===== src/rtl/vga_draw_arbiter.sv =====
// vga_draw_arbiter: shares the single VGA adapter pixel-write port between
// NUM_CLIENTS drawing engines. A granted client owns the port until its burst
// ends, so redraws never interleave. Accepted pixels reach the adapter one
// cycle later through registered X/Y/color/plot outputs.
// Optional build macro VGA_ARB_ROUND_ROBIN_EN: round-robin winner selection
// starting at rr_ptr instead of fixed priority (index 0 highest).
module vga_draw_arbiter #(
  parameter int NUM_CLIENTS = 4,
  parameter int X_W         = 9,
  parameter int Y_W         = 8,
  parameter int COLOR_W     = 3
) (
  input  logic                           clock,
  input  logic                           reset,
  input  logic [NUM_CLIENTS-1:0]         req,
  input  logic [NUM_CLIENTS-1:0]         pix_valid,
  input  logic [NUM_CLIENTS-1:0]         pix_last,
  input  logic [NUM_CLIENTS*X_W-1:0]     pix_x,
  input  logic [NUM_CLIENTS*Y_W-1:0]     pix_y,
  input  logic [NUM_CLIENTS*COLOR_W-1:0] pix_color,
  output logic [NUM_CLIENTS-1:0]         grant,
  output logic [NUM_CLIENTS-1:0]         burst_done,
  output logic                           busy,
  output logic                           plot,
  output logic [X_W-1:0]                 X,
  output logic [Y_W-1:0]                 Y,
  output logic [COLOR_W-1:0]             color
);

  localparam int PTR_W = (NUM_CLIENTS > 1) ? $clog2(NUM_CLIENTS) : 1;

  typedef enum logic [0:0] {
    S_IDLE  = 1'b0,
    S_OWNED = 1'b1
  } state_t;

  // First requesting index at or after 'start', searching upward cyclically.
  function automatic logic [PTR_W-1:0] pick_winner(
    input logic [NUM_CLIENTS-1:0] r,
    input logic [PTR_W-1:0]       start
  );
    logic [2*NUM_CLIENTS-1:0] dbl;
    logic [NUM_CLIENTS-1:0]   rot;
    int                       off;
    int                       sum;
    dbl = {r, r} >> start;
    rot = dbl[NUM_CLIENTS-1:0];
    off = 0;
    for (int i = NUM_CLIENTS - 1; i >= 0; i--) begin
      if (rot[i]) begin
        off = i;
      end else begin
        off = off;
      end
    end
    sum = int'(start) + off;
    if (sum >= NUM_CLIENTS) begin
      sum = sum - NUM_CLIENTS;
    end else begin
      sum = sum;
    end
    return PTR_W'(sum);
  endfunction

  // (idx + 1) mod NUM_CLIENTS without a divider.
  function automatic logic [PTR_W-1:0] next_index(input logic [PTR_W-1:0] idx);
    int sum;
    sum = int'(idx) + 1;
    if (sum >= NUM_CLIENTS) begin
      sum = 0;
    end else begin
      sum = sum;
    end
    return PTR_W'(sum);
  endfunction

  state_t                 state_q, state_d;
  logic [PTR_W-1:0]       owner_q, owner_d;
  logic [NUM_CLIENTS-1:0] grant_q, grant_d;
  logic [NUM_CLIENTS-1:0] burst_done_q, burst_done_d;
  logic                   busy_q, busy_d;
  logic                   plot_q, plot_d;
  logic [X_W-1:0]         x_q, x_d;
  logic [Y_W-1:0]         y_q, y_d;
  logic [COLOR_W-1:0]     color_q, color_d;

`ifdef VGA_ARB_ROUND_ROBIN_EN
  logic [PTR_W-1:0]       rr_ptr_q, rr_ptr_d;
`endif

  logic                   own_req_s;
  logic                   own_valid_s;
  logic                   own_last_s;
  logic [X_W-1:0]         own_x_s;
  logic [Y_W-1:0]         own_y_s;
  logic [COLOR_W-1:0]     own_color_s;
  logic                   accept_s;
  logic                   burst_end_s;
  logic [PTR_W-1:0]       search_start_s;
  logic [PTR_W-1:0]       winner_s;

  // AND-OR mux of the current owner's request and pixel fields.
  always_comb begin
    own_req_s   = 1'b0;
    own_valid_s = 1'b0;
    own_last_s  = 1'b0;
    own_x_s     = '0;
    own_y_s     = '0;
    own_color_s = '0;
    for (int i = 0; i < NUM_CLIENTS; i++) begin
      own_req_s   = own_req_s   | (req[i]       & (owner_q == PTR_W'(i)));
      own_valid_s = own_valid_s | (pix_valid[i] & (owner_q == PTR_W'(i)));
      own_last_s  = own_last_s  | (pix_last[i]  & (owner_q == PTR_W'(i)));
      own_x_s     = own_x_s | (pix_x[i*X_W +: X_W] & {X_W{owner_q == PTR_W'(i)}});
      own_y_s     = own_y_s | (pix_y[i*Y_W +: Y_W] & {Y_W{owner_q == PTR_W'(i)}});
      own_color_s = own_color_s |
                    (pix_color[i*COLOR_W +: COLOR_W] & {COLOR_W{owner_q == PTR_W'(i)}});
    end
  end

  // A pixel presented without its request is dropped; losing req ends the burst.
  always_comb begin
    accept_s    = own_valid_s & own_req_s;
    burst_end_s = (~own_req_s) | (accept_s & own_last_s);
`ifdef VGA_ARB_ROUND_ROBIN_EN
    search_start_s = rr_ptr_q;
`else
    search_start_s = '0;
`endif
    winner_s = pick_winner(req, search_start_s);
  end

  // Arbitration FSM next-state and registered-output next values.
  always_comb begin
    state_d      = state_q;
    owner_d      = owner_q;
    grant_d      = '0;
    burst_done_d = '0;
    busy_d       = 1'b0;
    plot_d       = 1'b0;
    x_d          = x_q;
    y_d          = y_q;
    color_d      = color_q;
`ifdef VGA_ARB_ROUND_ROBIN_EN
    rr_ptr_d     = rr_ptr_q;
`endif
    case (state_q)
      S_IDLE: begin
        if (|req) begin
          owner_d = winner_s;
          grant_d = NUM_CLIENTS'(1'b1) << winner_s;
          busy_d  = 1'b1;
          state_d = S_OWNED;
        end else begin
          state_d = S_IDLE;
        end
      end
      S_OWNED: begin
        if (accept_s) begin
          plot_d  = 1'b1;
          x_d     = own_x_s;
          y_d     = own_y_s;
          color_d = own_color_s;
        end else begin
          plot_d  = 1'b0;
        end
        if (burst_end_s) begin
          burst_done_d = grant_q;
          state_d      = S_IDLE;
`ifdef VGA_ARB_ROUND_ROBIN_EN
          rr_ptr_d     = next_index(owner_q);
`endif
        end else begin
          grant_d = grant_q;
          busy_d  = 1'b1;
          state_d = S_OWNED;
        end
      end
      default: begin
        state_d = S_IDLE;
      end
    endcase
  end

  // State and output registers with synchronous reset.
  always_ff @(posedge clock) begin
    if (reset) begin
      state_q      <= S_IDLE;
      owner_q      <= '0;
      grant_q      <= '0;
      burst_done_q <= '0;
      busy_q       <= 1'b0;
      plot_q       <= 1'b0;
      x_q          <= '0;
      y_q          <= '0;
      color_q      <= '0;
`ifdef VGA_ARB_ROUND_ROBIN_EN
      rr_ptr_q     <= '0;
`endif
    end else begin
      state_q      <= state_d;
      owner_q      <= owner_d;
      grant_q      <= grant_d;
      burst_done_q <= burst_done_d;
      busy_q       <= busy_d;
      plot_q       <= plot_d;
      x_q          <= x_d;
      y_q          <= y_d;
      color_q      <= color_d;
`ifdef VGA_ARB_ROUND_ROBIN_EN
      rr_ptr_q     <= rr_ptr_d;
`endif
    end
  end

  assign grant      = grant_q;
  assign burst_done = burst_done_q;
  assign busy       = busy_q;
  assign plot       = plot_q;
  assign X          = x_q;
  assign Y          = y_q;
  assign color      = color_q;

endmodule


===== config.mk =====
export PLATFORM = sky130hd
export DESIGN_NAME = vga_draw_arbiter
export DESIGN_NICKNAME = d
export VERILOG_FILES = /design/src/rtl/vga_draw_arbiter.sv
export SDC_FILE = /design/constraint.sdc
export NUM_CORES = 1
export LEC_CHECK = 0
export CAP_MARGIN = 25
export CORE_AREA = 2 2 75 77
export DETAILED_ROUTE_END_ITERATION = 10
export DIE_AREA = 0 0 77 79
export PLACE_DENSITY = 0.8
export SETUP_SLACK_MARGIN = 0.2
export SLEW_MARGIN = 20
export SYNTH_ARGS = -nofsm -noshare
export SYNTH_HDL_FRONTEND = slang
export SYNTH_SLANG_ARGS = --single-unit

===== constraint.sdc =====
create_clock -name clock -period 1.9 [get_ports clock]
set_input_delay 0.19 -clock clock [delete_from_list [all_inputs] [get_ports clock]]
set_output_delay 0.19 -clock clock [all_outputs]
set_load 0.1 [all_outputs]

==> reports/qor.csv, run 1 <==
stage,metric,value,unit
outcome,outcome,completed,
pwr,total_power,2.249,mW
critical_path,r2r_start,owner_q[0]$_SDFFE_PP0P_,
pwr,peakVddDrop,378.4,uV
yosys,synthCells,173,
timing,hold_viol,0,
drt,drtPass1Iterations,4,
place,place.gp.congestion,0.8512,
layout,multi_input_area,1071,um^2
clocking,cts_root_buf,clkbuf_8,
timing,worst_pin_slew,312.0,ps
place,hpwl,4373,um
die,ios,124,
timing,fmax,0.6225,GHz
timing,min_period,1606,ps
global_routing,grt_pass1_vias,1889,
clocking,cts_tree,done,
drt,routed_via_density,5.073,
layout,fin_util,0.5956,
place,placed_cells,360,
global_routing,grt-ovfl-total,0,
die,placementRows,27,
yosys,synth_edf_count,0,
hold_path,hold_class,flip-flop to flip-flop,
timing,finalSetupViolCount,0,
critical_path,r2r_setup_slack,290,ps
critical_path,worst_setup_path_end_kind,flip-flop,
layout,fillers,468,
critical_path,path_class,flip-flop to flip-flop,
critical_path,r2r-end,grant[2]$_SDFFE_PP0P_,
hold_path,min_to,X[1]$_SDFFE_PP0P_,
critical_path,path_max_fanout,9,
timing,rsz0062_at_grt,false,
hold_path,min_delay_path_depth,2,
clocking,clock_path_buffers,2,
yosys,yosysTopAreaCellShare,0.3580,
layout,final_cells,370,
yosys,async_flop_share,0,
drt,wl_per_cell,15.08,um
layout,drive_gt1_frac,0.2584,
drt,drt_iter0_drc,54,
clocking,cts_sinks,32,
timing,fin_setup_tns,0,ps
die,dieWidth,77,um
clocking,h-tree-depth,2,
yosys,ys_warn_count,0,
drt,drc,0,
drt,drt.antenna.violating_nets,0,
clocking,clock_latency,280,ps
layout,register_area,645.6,um^2
layout,area_growth,77.69,%
yosys,synth_largest_area_cell,dfxtp_1,
die,die_h,79,um
global_routing,antenna_found_initial,0,
run,drv_cap,0,
timing,period_share,0.8455,
pwr,p_leak,1.173,nW
yosys,synth.most_common_cell,dfxtp_1,
drt,finalWirelength,5581,um
critical_path,reg2reg_depth,4,
yosys,post_synth_num_cell_types,28,
critical_path,cp.required,2120,ps
clocking,path_clk_slew,60,ps
global_routing,grt_pass1_wl,8838,um
yosys,synth_seq_cells,32,
place,port_buffers,123,
timing,drv_slew,0,
yosys,netlist_top_cells_count,"32 x dfxtp_1, 22 x mux4_2, 21 x o21ai_0",
die,fp.coreArea,5338,um^2
hold_path,hold_start,X[1]$_SDFFE_PP0P_,
yosys,ys_seq_area_frac,0.3580,
timing,fin_worst_skew,3.688,ps
global_routing,track_usage,0.1833,
timing,holdWs,479.2,ps
die,start_util,0.3352,
clocking,postCtsHoldBufs,0,
yosys,synth_nets,267,
layout,num_antenna_cells,0,
critical_path,cp-start-kind,flip-flop,
critical_path,arrival,1830,ps
clocking,cts_buffers,5,
yosys,synthFlopType,dfxtp_1,
timing,max_slew_margin,0.7861,
layout,layout.nets,391,
yosys,syn_area_per_cell,10.34,um^2
global_routing,grt_max_degree,22,
die,dieArea,6083,um^2
pwr,powerDensity,707.4,nW/um^2
yosys,synth_area,1789,um^2
drt,vias,1877,
yosys,synth_area_leaders,"dfxtp_1 36%, mux4_2 28%, o21ai_0 5.9%",
-- cell usage in the layout, fill, tap and decap left out, types with 2 or more instances in the layout --
cell type / instances
buf_4: 40
and2_1: 4
mux4_2: 22
nand2_1: 3
o21ai_0: 21
a22o_1: 2
a21oi_1: 20
clkdlybuf4s50_1: 93
dfxtp_1: 30
a32o_1: 2
nand2b_1: 3
mux2i_1: 4
clkbuf_1: 2
clkbuf_8: 6
buf_12: 2
nor3_1: 2
nor2_1: 9
inv_1: 3
nand3_1: 20
-- repair_timing --
item / 4_1_cts / 5_1_grt
gates resized for setup: 0 / 2
buffers inserted: 0 / 2
endpoints found under the setup margin: 0 / 16
-- worst max-delay path by stage --
stage,end,startpoint,slack (ps),cells after the start
2_1_floorplan,X[0]$_SDFFE_PP0P_,busy$_SDFF_PP0_,230,6
3_3_place_gp,color[0]$_SDFFE_PP0P_,req[0],170,6
3_5_place_dp,color[2]$_SDFFE_PP0P_,req[3],100,6
4_1_cts,color[2]$_SDFFE_PP0P_,owner_q[1]$_SDFFE_PP0P_,270,5
5_1_grt,grant[2]$_SDFFE_PP0P_,owner_q[0]$_SDFFE_PP0P_,200,4
6_report,grant[2]$_SDFFE_PP0P_,owner_q[0]$_SDFFE_PP0P_,290,4
-- through the flow --
| stage | cell area [um^2] | setup slack [ps] |
|---|---|---|
| global route | 3179 | 200.9 |
| CTS | 3154 | 273.5 |
| finish | 3179 | 293.6 |
| floorplan | 1793 | 232.4 |
| detailed placement | 3064 | 100.0 |
| global placement | 3064 | 165.4 |
-- sequential cells by signal, summed over array words and instances, names as in the netlist --
register    flops
Y               8
color           3
owner_q         2
grant           4
busy            1
X               9
plot            1
burst_done      4
-- layer usage --
layer | track usage | share of wire
met5 | 0 | 0
met1 | 0.2085 | 0.40
met2 | 0.3289 | 0.51
met4 | 0.05893 | 0.0079
met3 | 0.05682 | 0.084
-- critical path, stage by stage, from the launching register on --
cell,delay [ps]
dfxtp_2,430
mux4_2,540
nand2_1,120
nor3b_4,280
a22o_1,180
-- kinds of logic after synthesis --
| logic type | count (synthesis) | share of synthesized area |
|---|---|---|
| buffers and inverters | 21 | 0.05244 |
| AO/OA/AOI/OAI | 50 | 0.1588 |
| multiplexers | 27 | 0.3056 |
| AND/OR/NAND/NOR | 43 | 0.1252 |
| flip-flops | 32 | 0.3580 |
-- power by group --
group / leakage (nW) / total (mW) / internal (mW) / switching, mW
Sequential: 0.261 / 0.753 / 0.716 / 0.0369
Combinational: 0.867 / 0.968 / 0.436 / 0.531
Clock: 0.0455 / 0.529 / 0.295 / 0.234
Total: 1.17 / 2.25 / 1.45 / 0.802
-- layout make-up --
type | instances | share of cell area
tap | 72 | 0.02834
multi-input combinational | 120 | 0.3369
clock buffer | 8 | 0.02834
timing repair buffer | 135 | 0.3998
sequential | 32 | 0.2031
inverter | 3 | 0.003542
Note: power is estimated with default switching activity, not from simulation.
==> inputs of run 2 (changes only) <==
clock period = 1.55 ns   (was 1.9 ns; I/O delays follow)
==> run 2 against run 1 <==
  * The run now ends with setup timing left
  * Total power up 48%
  * Sequential share of layout area down 4.5 points
  * Non-clock buffer count up 19
  * Largest cell class unchanged
  * Highest routed layer unchanged
==> reports/qor.csv, run 2 (synthesized netlist as in run 1, its figures left out) <==
stage,metric,value,unit
hold_path,hold_class,flip-flop to flip-flop,
layout,largest_reg_flops,9,
global_routing,grt_pass1_wl,12110,um
global_routing,grt-ovfl-total,0,
layout,fin_util,0.7745,
timing,fin_worst_skew,8.860,ps
outcome,violations,setup timing,
drt,vias,2210,
global_routing,antenna_found_initial,0,
drt,drt_iter0_drc,139,
timing,min_period,1610,ps
die,ios,124,
clocking,h-tree-depth,2,
critical_path,crit_cells,7,
die,placementRows,27,
layout,drive_gt1_frac,0.4795,
die,dieWidth,77,um
critical_path,cp_slowest_cell,dfxtp_4,
drt,drtPass1Iterations,4,
hold_path,min_delay_path_depth,2,
place,port_buffers,123,
pwr,total_power,3.339,mW
clocking,cts_tree,done,
timing,rsz0062_at_grt,true,
global_routing,grt_max_degree,22,
critical_path,r2r_setup_slack,-60,ps
place,place_area,3535,um^2
clocking,clock_latency,280,ps
outcome,outcome,"finished, violations left",
drt,wl_per_cell,22.04,um
critical_path,worst-path-buf-inv,3,
timing,worst_pin_slew,422.6,ps
timing,hold_viol,0,
layout,layout.nets,410,
critical_path,r2r-end,X[1]$_SDFFE_PP0P_,
timing,fmax,0.6211,GHz
critical_path,reg2reg_depth,7,
layout,register_area,651.9,um^2
pwr,peakVddDrop,573.5,uV
timing,setup_ws,-59.92,ps
pwr,combPwrFrac,0.518,
critical_path,crit_top_cell,buf_12,
pwr,p_int,2.055,mW
drt,drc,0,
pwr,switching_power,1.284,mW
critical_path,max_stage_delay,370,ps
hold_path,hold_start,color[2]$_SDFFE_PP0P_,
run,drv_cap,0,
global_routing,grt_pass1_vias,2374,
timing,max_slew_margin,0.7182,
die,start_util,0.3352,
timing,period_share,1.039,
die,die_h,79,um
critical_path,path_class,flip-flop to flip-flop,
pwr,powerDensity,807.8,nW/um^2
pwr,power_frac_clock,0.193,
drt,wl_met3,591,um
critical_path,cp_top_family,compound AO/OA/AOI/OAI gates,
pwr,p_leak,1.459,nW
layout,fillers,333,
drt,wl_met1,3053,um
clocking,cts_root_buf,clkbuf_8,
critical_path,arrival,1780,ps
die,fp.coreArea,5338,um^2
place,place_ws,-170.2,ps
timing,drv_slew,0,
clocking,cts_buffers,5,
layout,final_common_cell,clkdlybuf4s50_1,
place,place.gp.congestion,0.9025,
critical_path,path_cells,"buf_6, buf_12, nand2b_4, o22a_4, buf_12, o21ai_2, a21oi_2",
drt,finalWirelength,8572,um
layout,area_growth,131.0,%
clocking,path_clk_slew,80,ps
drt,routed_via_density,5.681,
layout,multi_input_area,1353,um^2
layout,final_cell_area,4134,um^2
pwr,p_sw_frac,0.3845,
timing,holdWs,505.1,ps
critical_path,cp-start-kind,flip-flop,
pwr,seq_power_share,0.289,
drt,drt.antenna.violating_nets,0,
die,dieArea,6083,um^2
drt,dr.max_layer_used,met4,
critical_path,path_max_fanout,6,
layout,final_cell_mix,"93 x clkdlybuf4s50_1, 35 x buf_12, 29 x dfxtp_1",
critical_path,cp.required,1720,ps
critical_path,r2r_start,owner_q[0]$_SDFFE_PP0P_,
critical_path,worst_setup_path_end_kind,flip-flop,
global_routing,track_usage,0.2588,
hold_path,min_to,color[2]$_SDFFE_PP0P_,
clocking,clock_path_buffers,2,
drt,met2_length,4541,um
place,hpwl,5330,um
layout,num_antenna_cells,0,
clocking,cts_sinks,32,
timing,finalSetupViolCount,16,
## run 2: changes by cell type in the layout (fill, tap and decap cells not counted), moves of 3 or more
cell / before / now
buf_6: 0 / 5
nand3_1: 20 / 0
o21ai_0: 21 / 1
o21ai_1: 0 / 8
a21oi_2: 0 / 12
nand3_2: 0 / 20
buf_16: 0 / 3
and2_1: 4 / 1
and2_4: 0 / 3
o21ai_2: 0 / 7
a21oi_1: 20 / 8
buf_12: 2 / 35
buf_4: 40 / 16
o21ai_4: 0 / 5
## run 2: layout make-up
class / count / share of cell area
clock buffer: 5 / 0.01665
clock inverter: 3 / 0.004540
inverter: 3 / 0.002724
multi-input combinational: 120 / 0.3272
sequential: 32 / 0.1577
tap: 72 / 0.02179
timing repair buffer: 154 / 0.4694
## run 2: how the worst max path moves through the flow
stage | startpoint | endpoint | slack (ps)
finish | owner_q[0]$_SDFFE_PP0P_ | X[1]$_SDFFE_PP0P_ | -60
CTS | owner_q[0]$_SDFFE_PP0P_ | grant[0]$_SDFFE_PP0P_ | -20
floorplan | busy$_SDFF_PP0_ | X[0]$_SDFFE_PP0P_ | 30
global placement | pix_last[3] | burst_done[2]$_SDFF_PP0_ | -120
detailed placement | pix_valid[2] | burst_done[3]$_SDFF_PP0_ | -170
global route | owner_q[1]$_SDFFE_PP0P_ | X[0]$_SDFFE_PP0P_ | -120
## run 2: timing repair
action / in CTS / in global routing
pin swaps: 19 / 9
setup endpoints to repair: 30 / 30
hold buffers: 0 / 0
hold endpoints to repair: 0 / 0
cloned: 3 / 2
buffers inserted: 6 / 0
resized for setup: 50 / 26
## run 2: power by group through the flow
| stage | Sequential, mW | Combinational (mW) | Clock, mW |
|---|---|---|---|
| after detailed placement | 0.971 | 1.35 | 0 |
| after floorplan | 1.25 | 0.495 | 0 |
| after CTS | 0.954 | 1.59 | 0.646 |
| after global placement | 0.968 | 1.33 | 0 |
| final | 0.965 | 1.73 | 0.644 |
| after global routing | 0.971 | 1.80 | 0.698 |
## run 2: metrics by stage
stage	TNS, ps	cells
3_5_place_dp	-2793	370
5_1_grt	-1508	389
3_3_place_gp	-1730	370
2_1_floorplan	0	173
6_report	-352.1	389
4_1_cts	-27.74	387
## run 2: layer usage
layer | vias to the layer above | global-route usage
met2 | 116 | 0.4579
met1 | 1101 | 0.2834
met4 | 0 | 0.1429
met5 | - | 0
li1 | 956 | -
met3 | 37 | 0.06818
## run 2: tightest hold or removal path, stage by stage (launching register included)
cell and delay (ps):
dfxtp_1 350, o21ai_2 60, a21oi_1 50
